===== src/rtl/wb_exc_commit_pkg.sv =====
// Shared WB/CP0 definitions: exception codes, CP0 addresses,
// default exception vector and the MEM->WB bundle.
package wb_exc_commit_pkg;

  localparam logic [4:0] EX_INT  = 5'h00;
  localparam logic [4:0] EX_ADEL = 5'h04;
  localparam logic [4:0] EX_ADES = 5'h05;
  localparam logic [4:0] EX_SYS  = 5'h08;
  localparam logic [4:0] EX_BP   = 5'h09;
  localparam logic [4:0] EX_RI   = 5'h0a;
  localparam logic [4:0] EX_OV   = 5'h0c;

  localparam logic [7:0] CR_BADVADDR = {5'd8, 3'd0};
  localparam logic [7:0] CR_COUNT    = {5'd9, 3'd0};
  localparam logic [7:0] CR_COMPARE  = {5'd11, 3'd0};
  localparam logic [7:0] CR_STATUS   = {5'd12, 3'd0};
  localparam logic [7:0] CR_CAUSE    = {5'd13, 3'd0};
  localparam logic [7:0] CR_EPC      = {5'd14, 3'd0};

  localparam logic [31:0] EX_ENTRY_DEF = 32'hbfc00380;
  localparam int          EXCNT_W_DEF  = 16;

  typedef enum logic [1:0] {
    BV_NONE,
    BV_PC,
    BV_DATA
  } bv_sel_t;

  typedef struct packed {
    logic [31:0] pc;
    logic        bd;
    logic        if_adel;
    logic        ri;
    logic        sys;
    logic        bp;
    logic        ov;
    logic        adel;
    logic        ades;
    logic [31:0] badvaddr;
    logic        eret;
    logic        mtc0;
    logic        mfc0;
    logic [7:0]  c0_addr;
    logic        gr_we;
    logic [4:0]  dest;
    logic [31:0] result;
  } ms_ws_t;

endpackage


===== src/rtl/wb_exc_commit_exc_prio.sv =====
// Exception priority encoder for the WB instruction:
// first matching source wins; interrupt outranks everything.
module wb_exc_commit_exc_prio
  import wb_exc_commit_pkg::*;
(
  input  logic       valid,
  input  logic       has_int,
  input  logic       if_adel,
  input  logic       ri,
  input  logic       ov,
  input  logic       sys,
  input  logic       bp,
  input  logic       adel,
  input  logic       ades,
  output logic       any,
  output logic [4:0] excode,
  output bv_sel_t    badvaddr_sel
);

  always_comb begin
    any          = 1'b0;
    excode       = EX_INT;
    badvaddr_sel = BV_NONE;
    if (valid) begin
      any = 1'b1;
      priority case (1'b1)
        has_int: excode = EX_INT;
        if_adel: begin
          excode       = EX_ADEL;
          badvaddr_sel = BV_PC;
        end
        ri:      excode = EX_RI;
        ov:      excode = EX_OV;
        sys:     excode = EX_SYS;
        bp:      excode = EX_BP;
        adel: begin
          excode       = EX_ADEL;
          badvaddr_sel = BV_DATA;
        end
        ades: begin
          excode       = EX_ADES;
          badvaddr_sel = BV_DATA;
        end
        default: any = 1'b0;
      endcase
    end
  end

endmodule


===== src/rtl/wb_exc_commit.sv =====
// Writeback stage: commits GPR/CP0 side effects, raises
// exceptions and eret, drives flush/redirect, counts retires.
module wb_exc_commit
  import wb_exc_commit_pkg::*;
#(
  parameter logic [31:0] EX_ENTRY = EX_ENTRY_DEF,
  parameter int          EXCNT_W  = EXCNT_W_DEF
) (
  input  logic               clk,
  input  logic               reset,
  input  logic               ms_to_ws_valid,
  output logic               ws_allowin,
  input  logic [31:0]        ms_pc,
  input  logic               ms_bd,
  input  logic               ms_ex_if_adel,
  input  logic               ms_ex_ri,
  input  logic               ms_ex_sys,
  input  logic               ms_ex_bp,
  input  logic               ms_ex_ov,
  input  logic               ms_ex_adel,
  input  logic               ms_ex_ades,
  input  logic [31:0]        ms_badvaddr,
  input  logic               ms_eret,
  input  logic               ms_mtc0,
  input  logic               ms_mfc0,
  input  logic [7:0]         ms_c0_addr,
  input  logic               ms_gr_we,
  input  logic [4:0]         ms_dest,
  input  logic [31:0]        ms_result,
  input  logic [31:0]        c0_rdata,
  input  logic [31:0]        c0_epc,
  input  logic               has_int,
  output logic               mtc0_we,
  output logic [7:0]         c0_raddr,
  output logic [31:0]        c0_wdata,
  output logic               wb_ex,
  output logic [4:0]         wb_excode,
  output logic               wb_bd,
  output logic [31:0]        wb_pc,
  output logic [31:0]        wb_badvaddr,
  output logic               eret_flush,
  output logic               rf_we,
  output logic [4:0]         rf_waddr,
  output logic [31:0]        rf_wdata,
  output logic               flush,
  output logic [31:0]        flush_target,
  output logic [31:0]        retire_cnt,
  output logic [EXCNT_W-1:0] ex_cnt
);

  logic    ws_valid;
  logic    ws_ready_go;
  ms_ws_t  ms;
  ms_ws_t  ws;
  bv_sel_t bv_sel;

  assign ms = '{
    pc:       ms_pc,
    bd:       ms_bd,
    if_adel:  ms_ex_if_adel,
    ri:       ms_ex_ri,
    sys:      ms_ex_sys,
    bp:       ms_ex_bp,
    ov:       ms_ex_ov,
    adel:     ms_ex_adel,
    ades:     ms_ex_ades,
    badvaddr: ms_badvaddr,
    eret:     ms_eret,
    mtc0:     ms_mtc0,
    mfc0:     ms_mfc0,
    c0_addr:  ms_c0_addr,
    gr_we:    ms_gr_we,
    dest:     ms_dest,
    result:   ms_result
  };

  assign ws_ready_go = 1'b1;
  assign ws_allowin  = !ws_valid || ws_ready_go;

  always_ff @(posedge clk) begin
    if (reset) begin
      ws_valid <= 1'b0;
    end else if (flush) begin
      ws_valid <= 1'b0;
    end else if (ws_allowin) begin
      ws_valid <= ms_to_ws_valid;
    end
  end

  always_ff @(posedge clk) begin
    if (reset) begin
      ws <= '0;
    end else if (ws_allowin && ms_to_ws_valid && !flush) begin
      ws <= ms;
    end
  end

  wb_exc_commit_exc_prio u_exc_prio (
    .valid        (ws_valid),
    .has_int      (has_int),
    .if_adel      (ws.if_adel),
    .ri           (ws.ri),
    .ov           (ws.ov),
    .sys          (ws.sys),
    .bp           (ws.bp),
    .adel         (ws.adel),
    .ades         (ws.ades),
    .any          (wb_ex),
    .excode       (wb_excode),
    .badvaddr_sel (bv_sel)
  );

  always_comb begin
    wb_badvaddr = 32'h0;
    unique case (bv_sel)
      BV_PC:   wb_badvaddr = ws.pc;
      BV_DATA: wb_badvaddr = ws.badvaddr;
      default: wb_badvaddr = 32'h0;
    endcase
  end

  assign wb_pc      = ws.pc;
  assign wb_bd      = ws.bd;
  assign eret_flush = ws_valid && ws.eret && !wb_ex;
  assign mtc0_we    = ws_valid && ws.mtc0 && !wb_ex;
  assign c0_raddr   = ws.c0_addr;
  assign c0_wdata   = ws.result;
  assign rf_we      = ws_valid && ws.gr_we && !wb_ex;
  assign rf_waddr   = ws.dest;
  assign rf_wdata   = ws.mfc0 ? c0_rdata : ws.result;

  // EPC is read before the edge at which CP0 overwrites it
  assign flush        = wb_ex || eret_flush;
  assign flush_target = eret_flush ? c0_epc : EX_ENTRY;

  always_ff @(posedge clk) begin
    if (reset) begin
      retire_cnt <= 32'h0;
      ex_cnt     <= '0;
    end else begin
      if (ws_valid && !wb_ex) begin
        retire_cnt <= retire_cnt + 32'd1;
      end
      if (wb_ex && (ex_cnt != {EXCNT_W{1'b1}})) begin
        ex_cnt <= ex_cnt + EXCNT_W'(1);
      end
    end
  end

endmodule


===== config.mk =====
export PLATFORM = sky130hd
export DESIGN_NAME = wb_exc_commit
export DESIGN_NICKNAME = d
export VERILOG_FILES = /design/src/rtl/wb_exc_commit_pkg.sv /design/src/rtl/wb_exc_commit_exc_prio.sv /design/src/rtl/wb_exc_commit.sv
export SDC_FILE = /design/constraint.sdc
export NUM_CORES = 1
export LEC_CHECK = 0
export ABC_AREA = 1
export BUFFER_PORTS_ARGS = -buffer_cell sky130_fd_sc_hd__buf_2
export CAP_MARGIN = 10
export CORE_AREA = 8 8 158 160
export DETAILED_ROUTE_END_ITERATION = 6
export DIE_AREA = 0 0 166 168
export GPL_TIMING_DRIVEN = 0
export PLACE_DENSITY = 0.79
export RECOVER_POWER = 25
export SETUP_SLACK_MARGIN = 0.2
export SYNTH_ARGS = -nofsm -noshare
export SYNTH_HDL_FRONTEND = slang
export SYNTH_SLANG_ARGS = --single-unit
export TNS_END_PERCENT = 1

===== constraint.sdc =====
create_clock -name clk -period 2.1 [get_ports clk]
set_input_delay 0.315 -clock clk [delete_from_list [all_inputs] [get_ports clk]]
set_output_delay 0.315 -clock clk [all_outputs]
set_load 0.03 [all_outputs]

[Yosys cells after proc, flatten, opt, wreduce, memory -nomap -nowiden]
Index checks and enable logic that the tools add are counted.
Word-level totals
  bits in registers: 170
  input bits: 189
  output and inout bits: 233
  logic and storage cells: 68
Cells by class
  add/sub/neg operators: 2
  eq/ne operators: 3
  muxes and demuxes: 30
  reduce and logical (&&, ||, !) cells: 13
Operators with widths (count)
  $mux 32: 2
  $pmux 32 s2: 1
  $mux 5: 8
  $add 32x1->32 const B: 1
  $mux 2: 9
  $add 16x1->16 const B: 1
  $ne 16x16->1 const B: 1
  $logic_and 1x1->1: 9
  $mux 1: 9
  $mux 3: 1
  $eq 2x1->1 const B: 1
  $eq 2x2->1 const B: 1
  $logic_not 1->1: 2
  $reduce_or 2->1: 1
  $logic_or 1x1->1: 1

[Longest topological paths before layout]
  depth in word-level cells: 14
  depth in mapped cells: 11

[By module]
Synthesis repeated with hierarchy kept, for this count alone.
Unflattened totals
  cell total of the unflattened synthesis: 1283
  area total of the unflattened synthesis: 8670.8 um^2
By module, submodules not included
  wb_exc_commit: times used 1, cells each 1253, area an instance 8529.4 um^2, sequential area each 3403.3 um^2
  wb_exc_commit_exc_prio: times used 1, cells each 30, area an instance 141.4 um^2, sequential area each 0.0 um^2

[Worst setup path after synthesis]
No wires, ideal clock.
  path type: register to output
  start: register ws_valid
  end: output port wb_badvaddr[0]
  data arrival time: 2141 ps
  required time: 1785 ps
  slack: -356 ps
  cell stages (with the launch flop): 11
  path buffers: 1
  cells stage by stage: dfxtp_1 inv_1 nor2_1 inv_1 nor2_1 inv_1 nor3_1 ha_1 clkbuf_1 nand2_1 a21oi_1
Between the ends
  cells in the longest elaborated chain, start to end: 3
Ends and longest elaborated chain
  from (decl): line wb_exc_commit.sv:51  | logic ws_valid;
  from (signal assigned): line wb_exc_commit.sv:86  | ws_valid <= ms_to_ws_valid;
  $mux 2 (*): line wb_exc_commit_exc_prio.sv:24  | if (valid) begin
  $eq 2x2->1 / $eq 2x1->1 (equally long branches): line wb_exc_commit.sv:115  | unique case (bv_sel)
  $pmux 32 s2 (*): line wb_exc_commit.sv:115
  to (decl): line wb_exc_commit.sv:40  | output logic [31:0] wb_badvaddr,
Mark *: on every way between the ends. The rest lies on a longest branch, timed or not.

[Worst setup path after layout]
  start: register ws_valid
  end: output port wb_badvaddr[4]
The elaborated chain is that of the path after synthesis.

==> impl_metrics.env <==
export IMPL_outcome="complete, but fails checks"
export IMPL_failed_checks="negative setup slack"
export IMPL_skew_ps=16.4
export IMPL_ys_async_sr_fraction_pct=0
export IMPL_path_depth_of_the_worst_reg2reg_path=7
export IMPL_hold_path_class="in -> reg"
export IMPL_cp_end_kind="primary output"
export IMPL_die_width_um=166
export IMPL_globalplace_congestion=0.920
export IMPL_synth_yosys_seq_area_share_pct=37.9
export IMPL_report_final_slew_viol_count=0
export IMPL_design_final_nets=1982
export IMPL_hold_path_depth=3
export IMPL_std_cell_rows=55
export IMPL_syn_mean_instance_area_sq_um=6.71
export IMPL_dr_total_vias=10500
export IMPL_maxSlewHeadroom_pct=54.0
export IMPL_grt_first_pass_wirelength_um=55500
export IMPL_rsz_0062_raised_after_global_routing="yes"
export IMPL_finalSetupViolCount=67
export IMPL_number_of_global_route_vias_before_repair=10200
export IMPL_final_setup_tns_ps=-19560
export IMPL_largest_fanout_of_any_net_on_the_critical_path=7
export IMPL_worst_case_setup_slack_after_placement_ps=-512
export IMPL_yosys_cell_count_top_type="nand2_1"
export IMPL_dpl_cell_area_sq_um=12000
export IMPL_detail_route_vias_per_cell=5.01
export IMPL_initial_utilization_pct=40.1
export IMPL_tritoncts_clock_tree="done"
export IMPL_timing_hold_violations_final=0
export IMPL_hold_ws_ps=140
export IMPL_yosysWarnings=0
export IMPL_power_density_nw_per_um2=653
export IMPL_insertion_delay_ps=440
export IMPL_critPathArrivalTime_ps=2220
export IMPL_tritoncts_num_buffers=17
export IMPL_reg2reg_setup_slack_ps=300
export IMPL_worst_slack_ps=-433
export IMPL_layout_worst_path_cycle_share_pct=121
export IMPL_ys_top_cells_by_count="249 x nand2_1, 196 x inv_1, 179 x a21oi_1"
export IMPL_gr_total_overflow=0
export IMPL_grt_start_max_net_pins=19
export IMPL_met3_usage_pct=6.31
export IMPL_vdd_ir_drop_worst_mv=0.473
export IMPL_place_port_buffers=418
export IMPL_synth_largest_area_cell="dfxtp_1"
export IMPL_post_drt_wl_per_cell_um=17.7
export IMPL_grt_usage_pct=24.9
export IMPL_total_number_of_clock_tree_sinks=170
export IMPL_final_period_minus_worst_setup_slack_ps=2530
export IMPL_postSynthNetCount=1530
export IMPL_synth_edf_count=0
export IMPL_ctsLongestPathBuffers=2
export IMPL_max_slew_worst_pin_slew_ps=689
export IMPL_critical_path_startpoint="ws_valid$_SDFF_PP0_"
export IMPL_cp_required_ps=1780
export IMPL_synthesis_instances=1337
export IMPL_startpoint_type="flip-flop"
export IMPL_synthFlopType="dfxtp_1"
export IMPL_drtIter0Drc=763
export IMPL_drt_antenna_violating_nets=0
export IMPL_grt_busiest_layer="met2"
export IMPL_finish_utilization_pct=60.0
export IMPL_ys_seq_elements=170
export IMPL_post_cts_hold_buffer_count=0
export IMPL_critical_path_class="reg -> out"
export IMPL_htree_num_levels=4
export IMPL_detailedPlacementHpwl_um=28100
export IMPL_netlist_area_leader_share_pct=37.9
export IMPL_leakagePower_nw=5.68
export IMPL_post_synthesis_instance_area_sq_um=8970
export IMPL_n_fill_cell=2037
export IMPL_layout_drive_gt1_share_pct=33.3
export IMPL_post_route_drc_count=0
export IMPL_floorplan_io_pins=422
export IMPL_grt_antenna_before_repair=5
export IMPL_synthTopCellsByArea="dfxtp_1 38%, nand2_1 10%, a21oi_1 10%"
export IMPL_cp_endpoint="wb_badvaddr[4]"
export IMPL_core_region_area_sq_um=22400
export IMPL_grt_use_met1_pct=28.2
export IMPL_finalInstanceArea_sq_um=13400
export IMPL_max_cap_violations=0
export IMPL_netlist_cell_type_count=33
export IMPL_die_area_sq_um=27900
export IMPL_globalRouteMet2Util_pct=43.9
export IMPL_detailedRoute_firstPassIterationCount=5
export IMPL_clk_pin_slew_worst_paths_ps=80
export IMPL_die_y_um=168
export IMPL_postRouteWirelength_um=37100
export IMPL_fmax_mhz=395
export IMPL_worstReg2RegEnd="ws[73]$_SDFFE_PP0P_"
export IMPL_rr_startpoint="ws[87]$_SDFFE_PP0P_"
export IMPL_clk_root_buffer_cell="clkbuf_16"
export IMPL_area_growth_syn_to_fin_pct=49.5
-- sequential cells by signal, summed over array words and instances, names as in the netlist --
name        flops
ex_cnt         16
rf_waddr        5
retire_cnt     32
wb_bd           1
ws_valid        1
ws             43
wb_pc          32
c0_wdata       32
c0_raddr        8
-- layer usage --
metal  part of all wire (%)  vias to the layer above
met5                  0.078                        -
met4                    4.0                        4
met3                    7.6                       90
met2                     49                      490
met1                     39                     4839
li1                       -                     5063
-- repair_timing --
action,CTS,global route
pin swaps,10,7
endpoints found under the hold margin,0,0
setup buffers,10,2
cloned,3,0
endpoints found under the setup margin,104,146
resized for setup,167,108
-- kinds of logic after synthesis --
kind of cell,share of synthesized area [%]
buf+inv,19.5
flops,37.9
fa+ha+maj,0.558
xor+xnor,0.879
other cells,0.0837
simple gates,21.0
compound gates,20.0
-- worst min path at each step --
stage,endpoint,from
floorplan,ws[61]$_SDFFE_PP0P_,ws[61]$_SDFFE_PP0P_
CTS,c0_wdata[23]$_SDFFE_PP0P_,ms_result[23]
global route,c0_wdata[27]$_SDFFE_PP0P_,ms_result[27]
detailed placement,ws[71]$_SDFFE_PP0P_,ws[71]$_SDFFE_PP0P_
global placement,ws[72]$_SDFFE_PP0P_,ws[72]$_SDFFE_PP0P_
finish,c0_wdata[23]$_SDFFE_PP0P_,ms_result[23]
-- power breakdown --
group          switching [mW]  internal [mW]
clock                    1.56           1.59
sequential              0.142           3.44
combinational            1.27          0.750
-- layout by cell type (no fill, tap or decap), types with 3 or more instances in the layout --
cell type,netlist,final
inv_2,1,3
clkinv_4,0,3
xor2_1,7,7
buf_8,0,3
a21oi_4,0,32
buf_4,80,118
clkbuf_1,43,104
dfxtp_1,170,165
o21ai_0,116,110
dfxtp_2,0,4
clkbuf_4,0,5
nor3_1,14,12
clkbuf_16,0,24
clkbuf_2,0,4
clkinv_8,0,3
diode_2,0,4
nor2_2,4,5
clkbuf_8,0,4
nor2_4,2,29
buf_6,20,84
or2_4,0,4
o21ai_1,51,55
a21oi_1,179,147
o21bai_1,5,5
nand4_1,10,10
nor2_1,119,91
buf_2,3,248
or2_1,10,8
inv_8,0,4
nand3_1,35,35
nand2_1,249,248
inv_1,196,192
-- worst max-delay path, stage by stage, from the launching register on --
cell and delay [ps]:
dfxtp_4 350, inv_4 40, nor2_4 90, inv_2 60, nor2_4 100, inv_2 60
nor3_4 210, inv_2 80, ha_4 290, clkbuf_16 190, a21oi_4 150, buf_6 160
-- stage by stage --
step	total power, mW	cells
after floorplan	4.89	1337
after global routing	9.09	2090
after global placement	5.52	2040
final	8.75	2091
after CTS	8.78	2085
after detailed placement	5.55	2040
-- final cells by class --
cell class / count / area (sq um) / area share, %
plain buffers: 148 / 1230 / 9.18
flip-flops and latches: 170 / 3410 / 25.4
well taps: 285 / 357 / 2.66
clock inverters: 15 / 158 / 1.18
multi-input cells: 822 / 4460 / 33.3
diodes: 4 / 10.0 / 0.0746
inverters: 197 / 744 / 5.55
clock buffers: 17 / 425 / 3.17
repair buffers: 433 / 2610 / 19.5
Note: power is estimated with default switching activity, not from simulation.
